**config.mk**
```make
export PLATFORM = sky130hd
export DESIGN_NAME = countdown_timer
export DESIGN_NICKNAME = d
export VERILOG_FILES = /design/src/rtl/countdown_timer_pkg.sv /design/src/rtl/key_edge.sv /design/src/rtl/seg_decoder.sv /design/src/rtl/countdown_timer.sv
export SDC_FILE = /design/constraint.sdc
export NUM_CORES = 1
export LEC_CHECK = 0
export CAP_MARGIN = 20
export CORE_MARGIN = 2
export CORE_UTILIZATION = 64
export CTS_CLUSTER_SIZE = 12
export DETAILED_ROUTE_END_ITERATION = 12
export GPL_TIMING_DRIVEN = 0
export PLACE_DENSITY = 0.84
export SETUP_SLACK_MARGIN = 0.1
export SLEW_MARGIN = 10
export SYNTH_ARGS = -nofsm -noshare
export SYNTH_HDL_FRONTEND = slang
export SYNTH_HIERARCHICAL = 1
export SYNTH_SLANG_ARGS = --single-unit
```
**constraint.sdc**
```tcl
create_clock -name clk -period 6.42 [get_ports clk]
set_input_delay 1.284 -clock clk [delete_from_list [all_inputs] [get_ports clk]]
set_output_delay 1.284 -clock clk [all_outputs]
set_load 0.03 [all_outputs]
```
**src/rtl/countdown_timer_pkg.sv**
```systemverilog
// Shared definitions for the countdown timer: segment patterns, BCD digit type,
// FSM state encoding and BCD helpers.
package countdown_timer_pkg;

  localparam int DIGIT_W = 4;

  localparam logic [6:0] DISPLAY_0     = 7'b1000000;
  localparam logic [6:0] DISPLAY_BLANK = 7'b1111111;

  typedef enum logic [1:0] {
    IDLE  = 2'd0,
    RUN   = 2'd1,
    PAUSE = 2'd2,
    DONE  = 2'd3
  } state_t;

  typedef struct packed {
    logic [DIGIT_W-1:0] tens;
    logic [DIGIT_W-1:0] units;
    logic [DIGIT_W-1:0] tenths;
  } bcd_t;

  localparam bcd_t BCD_ZERO       = '0;
  localparam bcd_t BCD_POINT_ONE  = 12'h001;

  function automatic logic [DIGIT_W-1:0] digit_inc(input logic [DIGIT_W-1:0] d);
    return (d == 4'd9) ? '0 : d + 1'b1;
  endfunction

  // Decrement of the three-digit value; a zero digit becomes 9 and borrows.
  function automatic bcd_t bcd_dec(input bcd_t v);
    bcd_t r;
    r = v;
    if (v.tenths != '0) begin
      r.tenths = v.tenths - 1'b1;
    end else begin
      r.tenths = 4'd9;
      if (v.units != '0) begin
        r.units = v.units - 1'b1;
      end else begin
        r.units = 4'd9;
        r.tens  = v.tens - 1'b1;
      end
    end
    return r;
  endfunction

endpackage

```
**src/rtl/key_edge.sv**
```systemverilog
// Push-button conditioning: 2-flop synchroniser followed by a registered
// falling-edge detector producing one pulse per press.
module key_edge (
  input  logic clk,
  input  logic rst_n,
  input  logic key,
  output logic pulse
);

  logic sync1;
  logic sync2;
  logic prev;

  always_ff @(posedge clk or negedge rst_n) begin
    if (!rst_n) begin
      sync1 <= 1'b1;
      sync2 <= 1'b1;
      prev  <= 1'b1;
      pulse <= 1'b0;
    end else begin
      sync1 <= key;
      sync2 <= sync1;
      prev  <= sync2;
      pulse <= prev & ~sync2;
    end
  end

endmodule

```
**src/rtl/seg_decoder.sv**
```systemverilog
// Digit-to-segment decoder for the board's active-low seven-segment displays.
module seg_decoder
  import countdown_timer_pkg::*;
(
  input  logic [DIGIT_W-1:0] digit,
  output logic [6:0]         seg
);

  always_comb begin
    case (digit)
      4'd0:    seg = DISPLAY_0;
      4'd1:    seg = 7'b1111001;
      4'd2:    seg = 7'b0100100;
      4'd3:    seg = 7'b0110000;
      4'd4:    seg = 7'b0011001;
      4'd5:    seg = 7'b0010010;
      4'd6:    seg = 7'b0000010;
      4'd7:    seg = 7'b1111000;
      4'd8:    seg = 7'b0000000;
      4'd9:    seg = 7'b0010000;
      default: seg = DISPLAY_BLANK;
    endcase
  end

endmodule

```
**src/rtl/countdown_timer.sv**
```systemverilog
// Countdown timer with 99.9 s preset, pause/resume/abort and alarm at 00.0.
// Optional COUNTDOWN_BLINK_EN makes the display and alarm LED blink in DONE.
module countdown_timer
  import countdown_timer_pkg::*;
#(
  parameter int MIN_COUNT_IN_MS = 100,
  parameter int FREQ_MHZ        = 50
) (
  input  logic       clk,
  input  logic       rst_n,
  input  logic       KEY1,
  input  logic       KEY2,
  input  logic       KEY3,
  output logic [6:0] HEX0,
  output logic [6:0] HEX1,
  output logic [6:0] HEX2,
  output logic       LEDR0,
  output logic       running
);

  localparam int DIV_FREQ = FREQ_MHZ * 1000 * MIN_COUNT_IN_MS;
  localparam int CNT_W    = (DIV_FREQ > 1) ? $clog2(DIV_FREQ) : 1;
  localparam logic [CNT_W-1:0] DIV_LAST = CNT_W'(DIV_FREQ - 1);

  logic       key1_p, key2_p, key3_p;
  state_t     state;
  bcd_t       value, preset;
  logic [CNT_W-1:0] div_cnt;
  logic       div_en, tick, blank;
  logic [6:0] seg0, seg1, seg2;

  key_edge u_key1 (.clk(clk), .rst_n(rst_n), .key(KEY1), .pulse(key1_p));
  key_edge u_key2 (.clk(clk), .rst_n(rst_n), .key(KEY2), .pulse(key2_p));
  key_edge u_key3 (.clk(clk), .rst_n(rst_n), .key(KEY3), .pulse(key3_p));

  always_comb begin
    div_en = (state == RUN);
`ifdef COUNTDOWN_BLINK_EN
    if (state == DONE) div_en = 1'b1;
`endif
    tick = div_en && (div_cnt == DIV_LAST);
  end

  // Held at zero outside counting states so every (re)start gets a full tick.
  always_ff @(posedge clk or negedge rst_n) begin
    if (!rst_n)       div_cnt <= '0;
    else if (!div_en) div_cnt <= '0;
    else if (tick)    div_cnt <= '0;
    else              div_cnt <= div_cnt + CNT_W'(1);
  end

  always_ff @(posedge clk or negedge rst_n) begin
    if (!rst_n) begin
      state  <= IDLE;
      value  <= BCD_ZERO;
      preset <= BCD_ZERO;
    end else begin
      case (state)
        IDLE: begin
          if (key1_p) begin
            if (value != BCD_ZERO) begin
              preset <= value;
              state  <= RUN;
            end
          end else if (key3_p) begin
            value.tens <= digit_inc(value.tens);
          end else if (key2_p) begin
            value.units <= digit_inc(value.units);
          end
        end
        RUN: begin
          if (key1_p) begin
            state <= PAUSE;
          end else if (tick) begin
            value <= bcd_dec(value);
            if (value == BCD_POINT_ONE) state <= DONE;
          end
        end
        PAUSE: begin
          if (key1_p) begin
            state <= RUN;
          end else if (key3_p) begin
            value <= preset;
            state <= IDLE;
          end
        end
        DONE: begin
          if (key1_p) begin
            value <= preset;
            state <= IDLE;
          end else if (key2_p || key3_p) begin
            value <= BCD_ZERO;
            state <= IDLE;
          end
        end
        default: state <= IDLE;
      endcase
    end
  end

`ifdef COUNTDOWN_BLINK_EN
  logic [2:0] blink_cnt;

  // Display phase flips every fifth tick while the alarm is active.
  always_ff @(posedge clk or negedge rst_n) begin
    if (!rst_n) begin
      blink_cnt <= '0;
      blank     <= 1'b0;
    end else if (state != DONE) begin
      blink_cnt <= '0;
      blank     <= 1'b0;
    end else if (tick) begin
      if (blink_cnt == 3'd4) begin
        blink_cnt <= '0;
        blank     <= ~blank;
      end else begin
        blink_cnt <= blink_cnt + 3'd1;
      end
    end
  end
`else
  assign blank = 1'b0;
`endif

  seg_decoder u_dec0 (.digit(value.tenths), .seg(seg0));
  seg_decoder u_dec1 (.digit(value.units),  .seg(seg1));
  seg_decoder u_dec2 (.digit(value.tens),   .seg(seg2));

  always_ff @(posedge clk or negedge rst_n) begin
    if (!rst_n) begin
      HEX0    <= DISPLAY_0;
      HEX1    <= DISPLAY_0;
      HEX2    <= DISPLAY_0;
      LEDR0   <= 1'b0;
      running <= 1'b0;
    end else begin
      HEX0    <= blank ? DISPLAY_BLANK : seg0;
      HEX1    <= blank ? DISPLAY_BLANK : seg1;
      HEX2    <= blank ? DISPLAY_BLANK : seg2;
      LEDR0   <= (state == DONE) && !blank;
      running <= (state == RUN);
    end
  end

endmodule
```
==> results of run 1 <==
worst register-to-register path: cells and delay by family, from the launching register on:
family                 cells  cell delay (ns)
buffers and inverters      2             0.56
DFF                        1             0.44
and+or+nand+nor            3             1.11
muxes                      1             0.39
routing by layer:
layer,part of all wire [%],up-vias,track usage [%]
met5,0,-,0
met4,2.1,0,12.27
met3,2.6,16,3.657
met2,51,57,42.28
met1,45,1607,31.93
li1,-,1522,-
cell type report:
cell class              instances  area share [%]
flip-flops and latches         84           43.00
multi-input cells             296           40.94
repair buffers                 28           5.997
clock buffers                  10           2.592
plain buffers                  22           2.414
well taps                      77           1.957
clock inverters                 6           1.804
inverters                      17           1.296
cell families (layout without fill, tap and decap cells):
| family | after synthesis | count (layout) | synth area share, % |
|---|---|---|---|
| fa+ha+maj | 21 | 21 | 6.089 |
| buf+inv | 39 | 83 | 4.233 |
| xor+xnor | 25 | 25 | 5.074 |
| mux | 22 | 22 | 5.828 |
| simple gates | 149 | 149 | 18.56 |
| flops | 84 | 84 | 49.06 |
| compound gates | 79 | 79 | 11.16 |
power groups by stage:
stage / Clock (mW) / Combinational (mW) / Sequential, mW
after CTS: 0.415 / 0.991 / 0.812
final: 0.406 / 0.988 / 0.813
after global routing: 0.434 / 1.09 / 0.834
after detailed placement: 0 / 0.981 / 0.822
after floorplan: 0 / 0.580 / 0.920
after global placement: 0 / 0.936 / 0.810
cell usage after synthesis, types with 4 or more instances:
| cell | n |
|---|---|
| a31oi_1 | 5 |
| and3_1 | 5 |
| xor2_1 | 14 |
| nor2_1 | 47 |
| inv_1 | 17 |
| nand3_1 | 15 |
| clkbuf_1 | 11 |
| buf_6 | 4 |
| nor3_1 | 5 |
| o21ai_0 | 34 |
| nand2_1 | 21 |
| ha_1 | 21 |
| xnor2_1 | 11 |
| nand2b_1 | 16 |
| dfstp_2 | 12 |
| nor4_1 | 4 |
| nand4_1 | 7 |
| dfrtp_1 | 72 |
| mux2_2 | 17 |
| a21oi_1 | 16 |
| buf_2 | 5 |
metrics by stage:
| stage | util, % | hold slack [ns] | instances | setup WS, ns |
|---|---|---|---|---|
| 2_1_floorplan | - | 0.3452 | 419 | 4.246 |
| 3_3_place_gp | 72.90 | 0.3458 | 523 | 1.197 |
| 3_5_place_dp | 73.29 | 0.3481 | 524 | 3.796 |
| 4_1_cts | 76.66 | 0.3600 | 540 | 3.588 |
| 5_1_grt | 76.66 | 0.3620 | 540 | 3.563 |
| 6_report | 76.66 | 0.3600 | 540 | 3.606 |
state kept, by name, indices dropped and copies added, names as in the netlist, 2 cells and up:
register and cells:
HEX2 7, HEX1 7, div_cnt 23, HEX0 7, value 12, state 2
preset 12
how the worst max path moves through the flow:
stage                                  to  slack, ns
floorplan            value[1]$_DFFE_PN0P_       4.25
global placement     div_cnt[0]$_DFF_PN0_       1.20
detailed placement  preset[8]$_DFFE_PN0P_       3.80
CTS                               HEX0[6]       3.59
global route                      HEX0[6]       3.56
finish                            HEX0[6]       3.61
==> results.cfg, run 1 <==
[worst_setup_path]
crit_family = buffers and inverters
r2r_start = value[0]$_DFFE_PN0P_
setup.worst_path.end_class = output port
timing.rr.end = preset[8]$_DFFE_PN0P_
cp_max_fo = 1
reg2reg_depth = 6
ff2ff_setup_slack_ns = 3.79
worstSetupPathDepth = 1
cp.arrival_ns = 1.53
critPathRequiredTime_ns = 5.14
cp-startpoint = HEX0[6]$_DFF_PN1_
critPathBufInv = 1
slowest_delay_ns = 0.66
crit_type = flip-flop to output port
cp_cell_sequence = clkdlybuf4s50_1
cp-start-kind = flip-flop
cpMaxStageDelayCell = clkdlybuf4s50_1

[synth]
synth_top_area_share_pct = 41.75
avgSynthCellArea_um2 = 10.30
yosys_warnings = 6
seq_area_frac_synth_pct = 49.06
ys_ff_latch = 84
synthesis.area_um2 = 4315
synth_top_area_cell = dfrtp_1
yosys-top-cells-area = dfrtp_1 (42%), dfstp_2 (7.3%), ha_1 (6.1%), mux2_2 (4.4%), nor2_1 (4.1%)
yosysUniqueCellTypes = 56
syn_inst = 419
synth_edf_count = 0
ys.flop_type = dfrtp_1
syn-num-nets = 445
async_reset_ff_share_pct = 100.0

[pwr]
power.density_nw_per_um2 = 448.3
ir_drop_uv = 253.5
internal-power_mw = 1.331
comb_power_share_pct = 44.8
finalPower_mw = 2.207
p_leak_nw = 2.116
p_seq_share_pct = 36.8
p_sw_mw = 0.8761
power_switching_share_pct = 39.69
clkPwrFrac_pct = 18.4

[timing]
slew_headroom_pct = 39.00
skew_ns = 0.01107
setup_viol = 0
min_period_ns = 2.815
rsz0062_at_grt = false
min_period_over_period_pct = 43.84
slew_violations = 0
finalSetupTns_ns = 0
fmax_mhz = 355.3
final-hold-violation-count = 0
tightest_slew_ns = 0.9066

[global_routing]
antenna_found_initial = 0
grt_pass1_vias = 3229
grt_overflow = 0
grt_max_degree = 68
track_usage_pct = 25.16
grt_pass1_wl_um = 14790

[detailed_routing]
wl_per_cell_um = 15.36
ant_nets = 0
drt-pass1-iter-count = 4
viasPerCell = 5.930
dr.first_iter.drc_count = 225
drc = 0
wl_um = 8296
vias = 3202

[floorplanning]
fp.dieArea_um2 = 7416
pin_count = 28
core_um2 = 6422
dieWidth_um = 86.12
rows = 29
die_h_um = 86.12
initial_core_util_pct = 67.19

[run_status]
status = complete, no violations

[min_path]
whs_endpoint = u_key1/sync2$_DFF_PN1_
min_from = u_key1/sync1$_DFF_PN1_
hold_depth = 0
min-delay-path-class = flip-flop to flip-flop

[cells_and_area]
drive_gt1_share_pct = 14.47
regArea_um2 = 2117
n_fill_cell = 437
multi_input_area_um2 = 2016
area_growth_pct = 14.09
nets = 484
n_antenna_cell = 0
final_common_cell = dfrtp_1
final_cell_area_um2 = 4923
most-common-layout-cells = dfrtp_1 (72), nor2_1 (47), o21ai_0 (34)

[cts]
cts_made_buffers = 9
insertion_delay_ns = 0.35
cts_max_level = 3
cts.path.max_buffers = 2
path_clk_slew_ns = 0.08
clock_sinks = 84
cts_root_buf = clkbuf_8
ctsHoldBuffers = 0
post-cts-setup-buffers = 0
tritoncts = done
cts.repair.resized = 0

[placement]
placed_area_um2 = 4707
hpwl_um = 5688
gp_congestion = 0.8937
numPortBuffers = 27

[job]
cap_violations = 0
Power figures use the tool's default switching activity.
==> run 2: changes to the inputs <==
- CORE_UTILIZATION: 64 -> 59
- PLACE_DENSITY: 0.84 -> 0.79
- clock period: 6.42 -> 2.8 ns (I/O delays scaled with it)
==> run 2 against run 1 <==
  * Count of clock-buffer cells in the layout rose by 1
  * Hold slack got worse by 0.21 ns
  * Clock power rose by 130%
  * Register-to-register slack got worse by 3.5 ns
  * Combinational power rose by 130%
  * Clock skew barely moved
  * Global-route usage fell by 4.7 points
  * Critical path depth rose by 5
  * Largest power group unchanged
  * Highest routed layer unchanged
==> results.cfg, run 2 (synthesis gave the netlist of run 1 again) <==
[cts]
tritoncts = done
cts.repair.resized = 0
clock_sinks = 84
cts.path.max_buffers = 2
cts_made_buffers = 9
cts_root_buf = clkbuf_8
post-cts-setup-buffers = 0
ctsHoldBuffers = 0
insertion_delay_ns = 0.35
cts_max_level = 3
path_clk_slew_ns = 0.09

[detailed_routing]
ant_nets = 0
wl_per_cell_um = 13.58
drc = 0
dr.first_iter.drc_count = 293
vias = 3114
viasPerCell = 5.541
drt-pass1-iter-count = 5
wl_um = 7632

[floorplanning]
core_um2 = 7176
pin_count = 28
dieWidth_um = 89.53
rows = 31
die_h_um = 89.53
initial_core_util_pct = 60.14
fp.dieArea_um2 = 8015

[global_routing]
grt_pass1_wl_um = 12810
grt_overflow = 0
track_usage_pct = 20.49
grt_max_degree = 52
antenna_found_initial = 0
grt_pass1_vias = 2893

[worst_setup_path]
timing.rr.end = div_cnt[20]$_DFF_PN0_
critPathBufInv = 0
crit_family = simple AND/OR/NAND/NOR gates
critPathRequiredTime_ns = 3.07
cp-start-kind = flip-flop
r2r_start = div_cnt[0]$_DFF_PN0_
cp_cell_sequence = ha_1, nand2_1, nor4_1, nand3_1, or3_1, a21oi_1
cp.arrival_ns = 2.77
setup.worst_path.end_class = flip-flop
ff2ff_setup_slack_ns = 0.30
cp_max_fo = 6
cpMaxStageDelayCell = nor4_1
worstSetupPathDepth = 6
reg2reg_depth = 6
slowest_delay_ns = 0.84
crit_type = flip-flop to flip-flop

[timing]
tightest_slew_ns = 0.9742
rsz0062_at_grt = false
slew_headroom_pct = 34.45
holdWs_ns = 0.1456
slew_violations = 0
min_period_over_period_pct = 89.41
min_period_ns = 2.504
final-hold-violation-count = 0
skew_ns = 0.01092
setup_viol = 0
fmax_mhz = 399.4

[cells_and_area]
largest-register = div_cnt
most-common-layout-cells = dfrtp_1 (72), nor2_1 (47), o21ai_0 (34)
n_antenna_cell = 0
utilization_pct = 68.98
final_cell_area_um2 = 4950
drive_gt1_share_pct = 14.47
final_common_cell = dfrtp_1
largest_reg_flops = 23
area_growth_pct = 14.70
nets = 484
top_regs = div_cnt (23), preset (12), value (12)
n_fill_cell = 550

[placement]
hpwl_um = 5335
gp_congestion = 0.8497
placed_area_um2 = 4735
numPortBuffers = 27

[min_path]
min-delay-path-class = input port to async pin

[job]
cap_violations = 0

[pwr]
power.density_nw_per_um2 = 1009
p_leak_nw = 2.117
ir_drop_uv = 536.5

[run_status]
status = complete, no violations
-- run 2: cell count changes in the layout (fill, tap and decap cells not counted) --
| cell | change |
|---|---|
| clkinv_2 | +1 |
| clkinv_4 | -1 |
| clkinvlp_4 | -1 |
| clkbuf_1 | +1 |
| nor4_2 | +1 |
| nor4_1 | -1 |
-- run 2: stage by stage --
stage / total power [mW] / setup TNS [ns] / std cells / setup slack (ns)
3_5_place_dp: 4.094 / 0 / 546 / 0.2731
3_3_place_gp: 4.006 / -132.97 / 545 / -1.728
2_1_floorplan: 3.439 / 0 / 419 / 0.6259
5_1_grt: 5.384 / 0 / 562 / 0.1605
6_report: 4.993 / 0 / 562 / 0.2964
4_1_cts: 5.017 / 0 / 562 / 0.2621
-- run 2: power by group --
group          total, mW  internal (mW)  switching (mW)  leakage, nW
Sequential          1.85           1.57           0.273         1.05
Clock              0.914          0.500           0.414        0.103
Combinational       2.23          0.976            1.26        0.962
-- run 2: how the worst max path moves through the flow --
stage / startpoint / end / slack (ns)
finish: div_cnt[0]$_DFF_PN0_ / div_cnt[20]$_DFF_PN0_ / 0.30
global route: div_cnt[0]$_DFF_PN0_ / div_cnt[20]$_DFF_PN0_ / 0.16
CTS: value[0]$_DFFE_PN0P_ / preset[3]$_DFFE_PN0P_ / 0.26
detailed placement: value[0]$_DFFE_PN0P_ / preset[3]$_DFFE_PN0P_ / 0.27
global placement: rst_n / div_cnt[7]$_DFF_PN0_ / -1.73
floorplan: div_cnt[15]$_DFF_PN0_ / value[1]$_DFFE_PN0P_ / 0.63
-- run 2: layout make-up --
type	count	area (µm²)	share of cell area [%]
multi-input combinational	296	2022	40.85
buffer	22	118.9	2.401
clock buffer	11	131.4	2.654
tap	99	123.9	2.503
inverter	17	63.81	1.289
sequential	84	2117	42.77
clock inverter	5	77.57	1.567
timing repair buffer	28	295.3	5.966
-- run 2: layer usage --
layer	vias up	part of all wire [%]	global-route usage [%]	wire, µm
met1	1503	47	27.34	3585
met2	70	48	33.54	3660
met5	-	0	0	0
met4	0	1.4	8.141	109
met3	10	3.6	3.324	277
li1	1531	-	-	-
==> run 3: changes to the inputs <==
- CTS_CLUSTER_SIZE: 12 -> default
==> results of run 3 <==
Final layout, timing and power as in run 2 (identical DEF).
